`config.mk`:
```
export PLATFORM = sky130hd
export DESIGN_NAME = cmp_debounce
export DESIGN_NICKNAME = d
export VERILOG_FILES = /design/src/rtl/cmp_debounce.sv
export SDC_FILE = /design/constraint.sdc
export NUM_CORES = 1
export LEC_CHECK = 0
export BUFFER_PORTS_ARGS = -buffer_cell sky130_fd_sc_hd__buf_2
export CORE_ASPECT_RATIO = 0.75
export CORE_UTILIZATION = 59
export DETAILED_ROUTE_END_ITERATION = 16
export GPL_TIMING_DRIVEN = 0
export HOLD_SLACK_MARGIN = 0.05
export PLACE_DENSITY = 0.83
export SLEW_MARGIN = 15
export SYNTH_ARGS = -nofsm -noshare
export SYNTH_HDL_FRONTEND = slang
export SYNTH_SLANG_ARGS = --single-unit
```
`constraint.sdc`:
```
create_clock -name clk -period 6.2 [get_ports clk]
set_input_delay 1.24 -clock clk [delete_from_list [all_inputs] [get_ports clk]]
set_output_delay 1.24 -clock clk [all_outputs]
set_load 0.05 [all_outputs]
```
`src/rtl/cmp_debounce.sv`:
```
// Debounced classifier for one-hot GT/LT/EQ comparator flags: a relation becomes
// stable only after STABLE_CNT consecutive identical valid samples.
module cmp_debounce #(
    parameter int STABLE_CNT = 4,
    parameter int CNT_W      = 8
) (
    input  logic             clk,
    input  logic             rst_n,
    input  logic             in_valid,
    input  logic             gt,
    input  logic             lt,
    input  logic             eq,
    input  logic             clr,
    output logic [1:0]       state_out,
    output logic             state_valid,
    output logic             change_pulse,
    output logic [CNT_W-1:0] above_cnt,
    output logic [CNT_W-1:0] below_cnt,
    output logic             err
);

    // Stable-state encoding; state_out is the FSM state register itself.
    localparam logic [1:0] ST_UNKNOWN = 2'b00;
    localparam logic [1:0] ST_ABOVE   = 2'b01;
    localparam logic [1:0] ST_BELOW   = 2'b10;
    localparam logic [1:0] ST_EQUAL   = 2'b11;

    localparam logic [7:0]       STABLE  = 8'(STABLE_CNT);
    localparam logic [CNT_W-1:0] CNT_MAX = '1;

    // Handshake: a sample is consumed on every rising edge where in_valid=1;
    // there is no ready, so the upstream comparator is never stalled.

    logic [1:0] cand;
    logic [7:0] run;

    logic [1:0] code;
    logic       legal;
    logic [7:0] nxt_run;
    logic       take;

    always_comb begin
        code  = ST_UNKNOWN;
        legal = 1'b1;
        case ({gt, lt, eq})
            3'b100:  code = ST_ABOVE;
            3'b010:  code = ST_BELOW;
            3'b001:  code = ST_EQUAL;
            default: legal = 1'b0;
        endcase
    end

    // Run length saturates at STABLE so a held relation never re-fires.
    always_comb begin
        nxt_run = 8'd1;
        if (code == cand) begin
            nxt_run = (run >= STABLE) ? STABLE : run + 8'd1;
        end
    end

    assign take = in_valid && legal && (nxt_run == STABLE) && (code != state_out);

    always_ff @(posedge clk) begin
        if (!rst_n) begin
            cand         <= ST_UNKNOWN;
            run          <= 8'd0;
            state_out    <= ST_UNKNOWN;
            state_valid  <= 1'b0;
            change_pulse <= 1'b0;
            err          <= 1'b0;
            above_cnt    <= '0;
            below_cnt    <= '0;
        end else begin
            change_pulse <= take;
            err          <= in_valid && !legal;

            if (in_valid) begin
                if (legal) begin
                    cand <= code;
                    run  <= nxt_run;
                end else begin
                    cand <= ST_UNKNOWN;
                    run  <= 8'd0;
                end
            end

            if (take) begin
                state_out   <= code;
                state_valid <= 1'b1;
            end

            // clr has priority over a coincident entry increment.
            if (clr) begin
                above_cnt <= '0;
            end else if (take && code == ST_ABOVE && above_cnt != CNT_MAX) begin
                above_cnt <= above_cnt + 1'b1;
            end

            if (clr) begin
                below_cnt <= '0;
            end else if (take && code == ST_BELOW && below_cnt != CNT_MAX) begin
                below_cnt <= below_cnt + 1'b1;
            end
        end
    end

endmodule

```
==> results of run 1 <==
## power breakdown
group	internal [uW]	switching, uW	leakage, uW	total [uW]
sequential	201	1.61	0.000250	202
combinational	9.63	16.4	0.000538	26.0
clock	95.2	74.5	0.0000482	170
## metrics by stage
stage / total power (uW) / hold WS, ns / utilization
final: 398 / 0.476 / 0.722
after global routing: 413 / 0.502 / 0.722
after CTS: 400 / 0.478 / 0.722
after detailed placement: 232 / 0.449 / 0.688
after global placement: 231 / 0.443 / 0.688
after floorplan: 225 / 0.430 / -
## metal layers
metal  routed length (um)  global-route usage  vias to the layer above
met5                    0                   0                        -
met4                   66              0.0698                        0
met3                  210              0.0947                       10
met2                 1590               0.411                       51
met1                 1600               0.312                      694
li1                     -                   -                      719
## kinds of logic after synthesis
family          after synthesis  share of synthesized area
xor+xnor                      7                     0.0379
fa+ha+maj                     5                     0.0372
compound gates               41                      0.191
flops                        31                      0.384
simple gates                 80                      0.295
buf+inv                      19                     0.0488
mux                           1                    0.00619
## flip-flops by register name, summed over array words and instances (netlist names)
register      count
above_cnt         8
below_cnt         8
cand              2
change_pulse      1
err               1
run               8
state_out         2
state_valid       1
## area by class of cell
class	instances	area, um^2
flip-flops and latches	31	621
clock buffers	6	51.3
clock inverters	2	35.0
fillers	204	724
inverters	11	41.3
repair buffers	26	130
multi-input cells	134	917
well taps	36	45.0
plain buffers	8	37.5
## cells in the mapped netlist (2+ instances only)
cell / n / area [um^2]
dfxtp_1: 31 / 621
nor2_1: 17 / 63.8
nand2_1: 12 / 45.0
inv_1: 11 / 41.3
nand3_1: 11 / 55.1
a21oi_1: 9 / 45.0
and3_1: 7 / 43.8
and2_1: 6 / 37.5
a21o_1: 5 / 37.5
a31o_2: 5 / 43.8
xnor2_1: 5 / 43.8
clkbuf_1: 4 / 15.0
ha_1: 4 / 50.1
nor2b_1: 4 / 25.0
o21a_1: 4 / 30.0
buf_2: 3 / 15.0
nand2b_1: 3 / 18.8
nor4_1: 3 / 18.8
o21ai_0: 3 / 15.0
a211o_1: 2 / 17.5
a21boi_0: 2 / 15.0
and3b_1: 2 / 17.5
nand3b_1: 2 / 15.0
nor3_4: 2 / 32.5
o21ai_2: 2 / 17.5
o221a_2: 2 / 22.5
or3b_1: 2 / 17.5
xor2_1: 2 / 17.5
## worst paths after layout
path	startpoint	end	slack, ns	cells after the start
max	eq	below_cnt[6]$_SDFFE_PP0P_	3.32	8
min	run[4]$_SDFFE_PN0P_	run[4]$_SDFFE_PN0P_	0.48	1
max reg2reg	cand[0]$_SDFFE_PN0P_	below_cnt[6]$_SDFFE_PP0P_	4.02	6
min reg2reg	run[4]$_SDFFE_PN0P_	run[4]$_SDFFE_PN0P_	0.48	1
## worst max-delay path, delay by kind of cell
kind | cells | cell delay [ns]
compound gates | 4 | 0.94
buf+inv | 2 | 0.43
simple gates | 2 | 0.52
==> results.json, run 1 <==
{
  "slowest_delay_ns": 0.37,
  "port_buffers": 26,
  "core-area_um2": 2600,
  "numCtsBuffers": 5,
  "insertion_delay_ns": 0.35,
  "final_net_count": 228,
  "slew_violations": 0,
  "place_area_um2": 1790,
  "skew_ns": 0.00977,
  "ys_seq_area_frac": 0.384,
  "die_y_um": 47.3,
  "cts_hold_buffers": 0,
  "first_iter_violations": 111,
  "overflow": 0,
  "antenna_left": 0,
  "post_cts_resized": 0,
  "routed_wl_mm": 3.47,
  "period_needed_ns": 2.88,
  "grt_max_degree": 11,
  "via_per_inst": 5.80,
  "synth_area_per_cell_um2": 8.79,
  "ys_seq_elements": 31,
  "antenna_cells": 0,
  "drive_gt1_frac": 0.248,
  "ys.flop_type": "dfxtp_1",
  "min_path_type": "reg2reg",
  "clock.fmax_ghz": 0.347,
  "finalSetupViolCount": 0,
  "max_slew_margin": 0.632,
  "synth_nets": 195,
  "grt_pass1_vias": 1204,
  "vdd_ir_drop_max_mv": 0.266,
  "start_kind": "input pin",
  "rsz0062_at_grt": "no",
  "start_util": 0.621,
  "syn_inst": 184,
  "path_cells": "buf_2 > clkbuf_1 > nand3b_1 > a211oi_2 > o21ai_2 > nor3_4 > a41oi_1 > a311oi_1",
  "cp.required_ns": 6.45,
  "post-dp-hpwl_mm": 2.50,
  "arrival_ns": 3.14,
  "synthDistinctLibCells": 47,
  "mostFrequentLayoutCell": "dfxtp_1",
  "tritoncts": "built",
  "max_cap_viol_count": 0,
  "layout_common_cells": "dfxtp_1, buf_2, nor2_1",
  "dieArea_um2": 2960,
  "clock-root-buffer": "clkbuf_4",
  "fin_tns_setup_ns": 0,
  "num_rows": 16,
  "ios": 28,
  "async_flop_share": 0,
  "drc": 0,
  "stdcell_area_um2": 1880,
  "clk_pin_slew_ns": 0.10,
  "synth_edf_count": 0,
  "routedWlPerCell_um": 13.7,
  "cts.path.max_buffers": 2,
  "critPathMaxFanout": 10,
  "place.gp.congestion": 0.791,
  "syn_area_um2": 1620,
  "syn2layout_area_growth_pct": 16.2,
  "track_usage": 0.249,
  "pwr_density_cell_nw_per_um2": 212,
  "slowest_stage": "nor3_4",
  "htree_num_levels": 2,
  "crit_path_end_kind": "register",
  "stdcell_count": 254,
  "power.leakage_uw": 0.000836,
  "status": "finished, final reports clean",
  "place_inst": 246,
  "dp_slack_ns": 3.01,
  "clock_sinks": 31,
  "hold_viol": 0,
  "antenna_found_initial": 0,
  "post_cts_buffers": 0,
  "post-route-period-util": 0.465,
  "die_w_um": 62.4,
  "grt_pass1_wl_mm": 5.48,
  "yosys_warnings": 0,
  "critical_path_class": "in2reg",
  "layout_setup_ws_ns": 3.32,
  "num_vias": 1474,
  "worst-slew-pin-transition_ns": 0.552,
  "firstDrtPassIters": 4
}
Power figures use the tool's default switching activity.
==> inputs of run 2 (changes only) <==
--- a/config.mk
+++ b/config.mk
@@ -7,11 +7,11 @@
 export LEC_CHECK = 0
 export BUFFER_PORTS_ARGS = -buffer_cell sky130_fd_sc_hd__buf_2
 export CORE_ASPECT_RATIO = 0.75
-export CORE_UTILIZATION = 59
+export CORE_UTILIZATION = 49
 export DETAILED_ROUTE_END_ITERATION = 16
 export GPL_TIMING_DRIVEN = 0
 export HOLD_SLACK_MARGIN = 0.05
-export PLACE_DENSITY = 0.83
+export PLACE_DENSITY = 0.74
 export SLEW_MARGIN = 15
 export SYNTH_ARGS = -nofsm -noshare
 export SYNTH_HDL_FRONTEND = slang
==> constraint.sdc (replaced) <==
create_clock -name clk -period 2.53 [get_ports clk]
set_input_delay 0.506 -clock clk [delete_from_list [all_inputs] [get_ports clk]]
set_output_delay 0.506 -clock clk [all_outputs]
set_load 0.05 [all_outputs]
==> run 2 against run 1 <==
  * Global-route usage fell by 2.7 points
  * Clock-buffer cell count unchanged
  * Die area is 20% higher
  * Via count shrank 2.0%
  * Final cell count increased by 0.79%
  * Wire length is 0.35% lower
  * Combinational power up 150%
  * Sequential share of layout area shrank 0.58 points
  * Sequential cell count stayed put
  * Critical endpoint unchanged
  * Highest routed layer unchanged
==> results.json, run 2 (same netlist as run 1, synthesis figures left out) <==
{
  "status": "finished, final reports clean",
  "cts_hold_buffers": 0,
  "arrival_ns": 2.41,
  "syn2layout_area_growth_pct": 18.3,
  "post-dp-hpwl_mm": 2.53,
  "dieArea_um2": 3540,
  "stdcell_area_um2": 1910,
  "slowest_stage": "clkbuf_1",
  "start_util": 0.531,
  "place.gp.congestion": 0.790,
  "place_area_um2": 1790,
  "fin_tns_setup_ns": 0,
  "critical_path_buf_inv_count": 2,
  "path_cells": "buf_2 > clkbuf_1 > nand3b_1 > a211oi_2 > o21ai_2 > nor3_4 > a41oi_1 > a311oi_1",
  "clock-root-buffer": "clkbuf_8",
  "crit_path_end_kind": "register",
  "tritoncts": "built",
  "rsz0062_at_grt": "no",
  "num_rows": 17,
  "post_cts_resized": 0,
  "power.leakage_uw": 0.000849,
  "max_slew_margin": 0.645,
  "crit_family": "compound AO/OA/AOI/OAI gates",
  "routed_wl_mm": 3.46,
  "post_cts_buffers": 0,
  "finalSetupViolCount": 0,
  "cp.required_ns": 2.71,
  "worst-slew-pin-transition_ns": 0.532,
  "clk_pin_slew_ns": 0.07,
  "ff_latch_area_um2": 621,
  "routedWlPerCell_um": 13.5,
  "critical_path_class": "in2reg",
  "clock.fmax_ghz": 0.448,
  "hold_viol": 0,
  "cts.path.max_buffers": 2,
  "via_per_inst": 5.64,
  "pwr_density_cell_nw_per_um2": 556,
  "overflow": 0,
  "multi_input_area_um2": 917,
  "slew_violations": 0,
  "max_cap_viol_count": 0,
  "critPathMaxFanout": 10,
  "start_kind": "input pin",
  "first_iter_violations": 110,
  "reg.largest.list": "above_cnt (8), below_cnt (8), run (8)",
  "insertion_delay_ns": 0.28,
  "core-area_um2": 3040,
  "grt_pass1_vias": 1254,
  "track_usage": 0.222,
  "numCtsBuffers": 5,
  "antenna_found_initial": 0,
  "min_path_type": "reg2reg",
  "htree_num_levels": 2,
  "vdd_ir_drop_max_mv": 0.389,
  "period_needed_ns": 2.23,
  "mostFrequentLayoutCell": "dfxtp_1",
  "grt_max_degree": 11,
  "num_vias": 1445,
  "die_w_um": 68.3,
  "antenna_left": 0,
  "firstDrtPassIters": 4,
  "layout_common_cells": "dfxtp_1, buf_2, nor2_1",
  "final_net_count": 228,
  "drc": 0,
  "drive_gt1_frac": 0.248,
  "antenna_cells": 0,
  "post-route-period-util": 0.882,
  "clock_sinks": 31,
  "slowest_delay_ns": 0.35,
  "grt_pass1_wl_mm": 5.78,
  "ios": 28,
  "port_buffers": 26,
  "fillers": 271,
  "die_y_um": 51.7,
  "skew_ns": 0.00718
}
[run 2: cell type report]
cell class,count,area share
inverter,11,0.0216
sequential,31,0.325
multi-input combinational,134,0.480
buffer,8,0.0196
clock inverter,2,0.0183
clock buffer,6,0.0432
tap,38,0.0249
timing repair buffer,26,0.0681
[run 2: through the flow]
| stage | util | total power, uW | instances | hold slack (ns) | setup WS [ns] |
|---|---|---|---|---|---|
| after floorplan | - | 552 | 184 | 0.430 | 0.347 |
| after global placement | 0.590 | 567 | 248 | 0.444 | 0.105 |
| after detailed placement | 0.590 | 570 | 248 | 0.448 | 0.0618 |
| after CTS | 0.629 | 1070 | 256 | 0.472 | 0.315 |
| after global routing | 0.629 | 1110 | 256 | 0.488 | 0.108 |
| final | 0.629 | 1060 | 256 | 0.468 | 0.299 |
[run 2: worst paths after layout]
| check | from | to | slack [ns] | depth (start not counted) |
|---|---|---|---|---|
| max | eq | below_cnt[6]$_SDFFE_PP0P_ | 0.30 | 8 |
| min | run[7]$_SDFFE_PN0P_ | run[7]$_SDFFE_PN0P_ | 0.47 | 1 |
| max reg2reg | cand[0]$_SDFFE_PN0P_ | below_cnt[6]$_SDFFE_PP0P_ | 0.36 | 6 |
| min reg2reg | run[7]$_SDFFE_PN0P_ | run[7]$_SDFFE_PN0P_ | 0.47 | 1 |
[run 2: report_power, final]
group          switching, uW  total (uW)  internal [uW]
clock                    186         504            318
combinational           40.5        64.1           23.6
sequential              3.87         496            492
total                    230        1060            834
[run 2: layer usage]
| metal | vias up | track usage | wire length, um | part of all wire |
|---|---|---|---|---|
| li1 | 719 | - | - | - |
| met4 | 0 | 0.0799 | 24 | 0.0069 |
| met5 | - | 0 | 0 | 0 |
| met3 | 5 | 0.0614 | 177 | 0.051 |
| met1 | 679 | 0.301 | 1680 | 0.49 |
| met2 | 42 | 0.335 | 1570 | 0.46 |
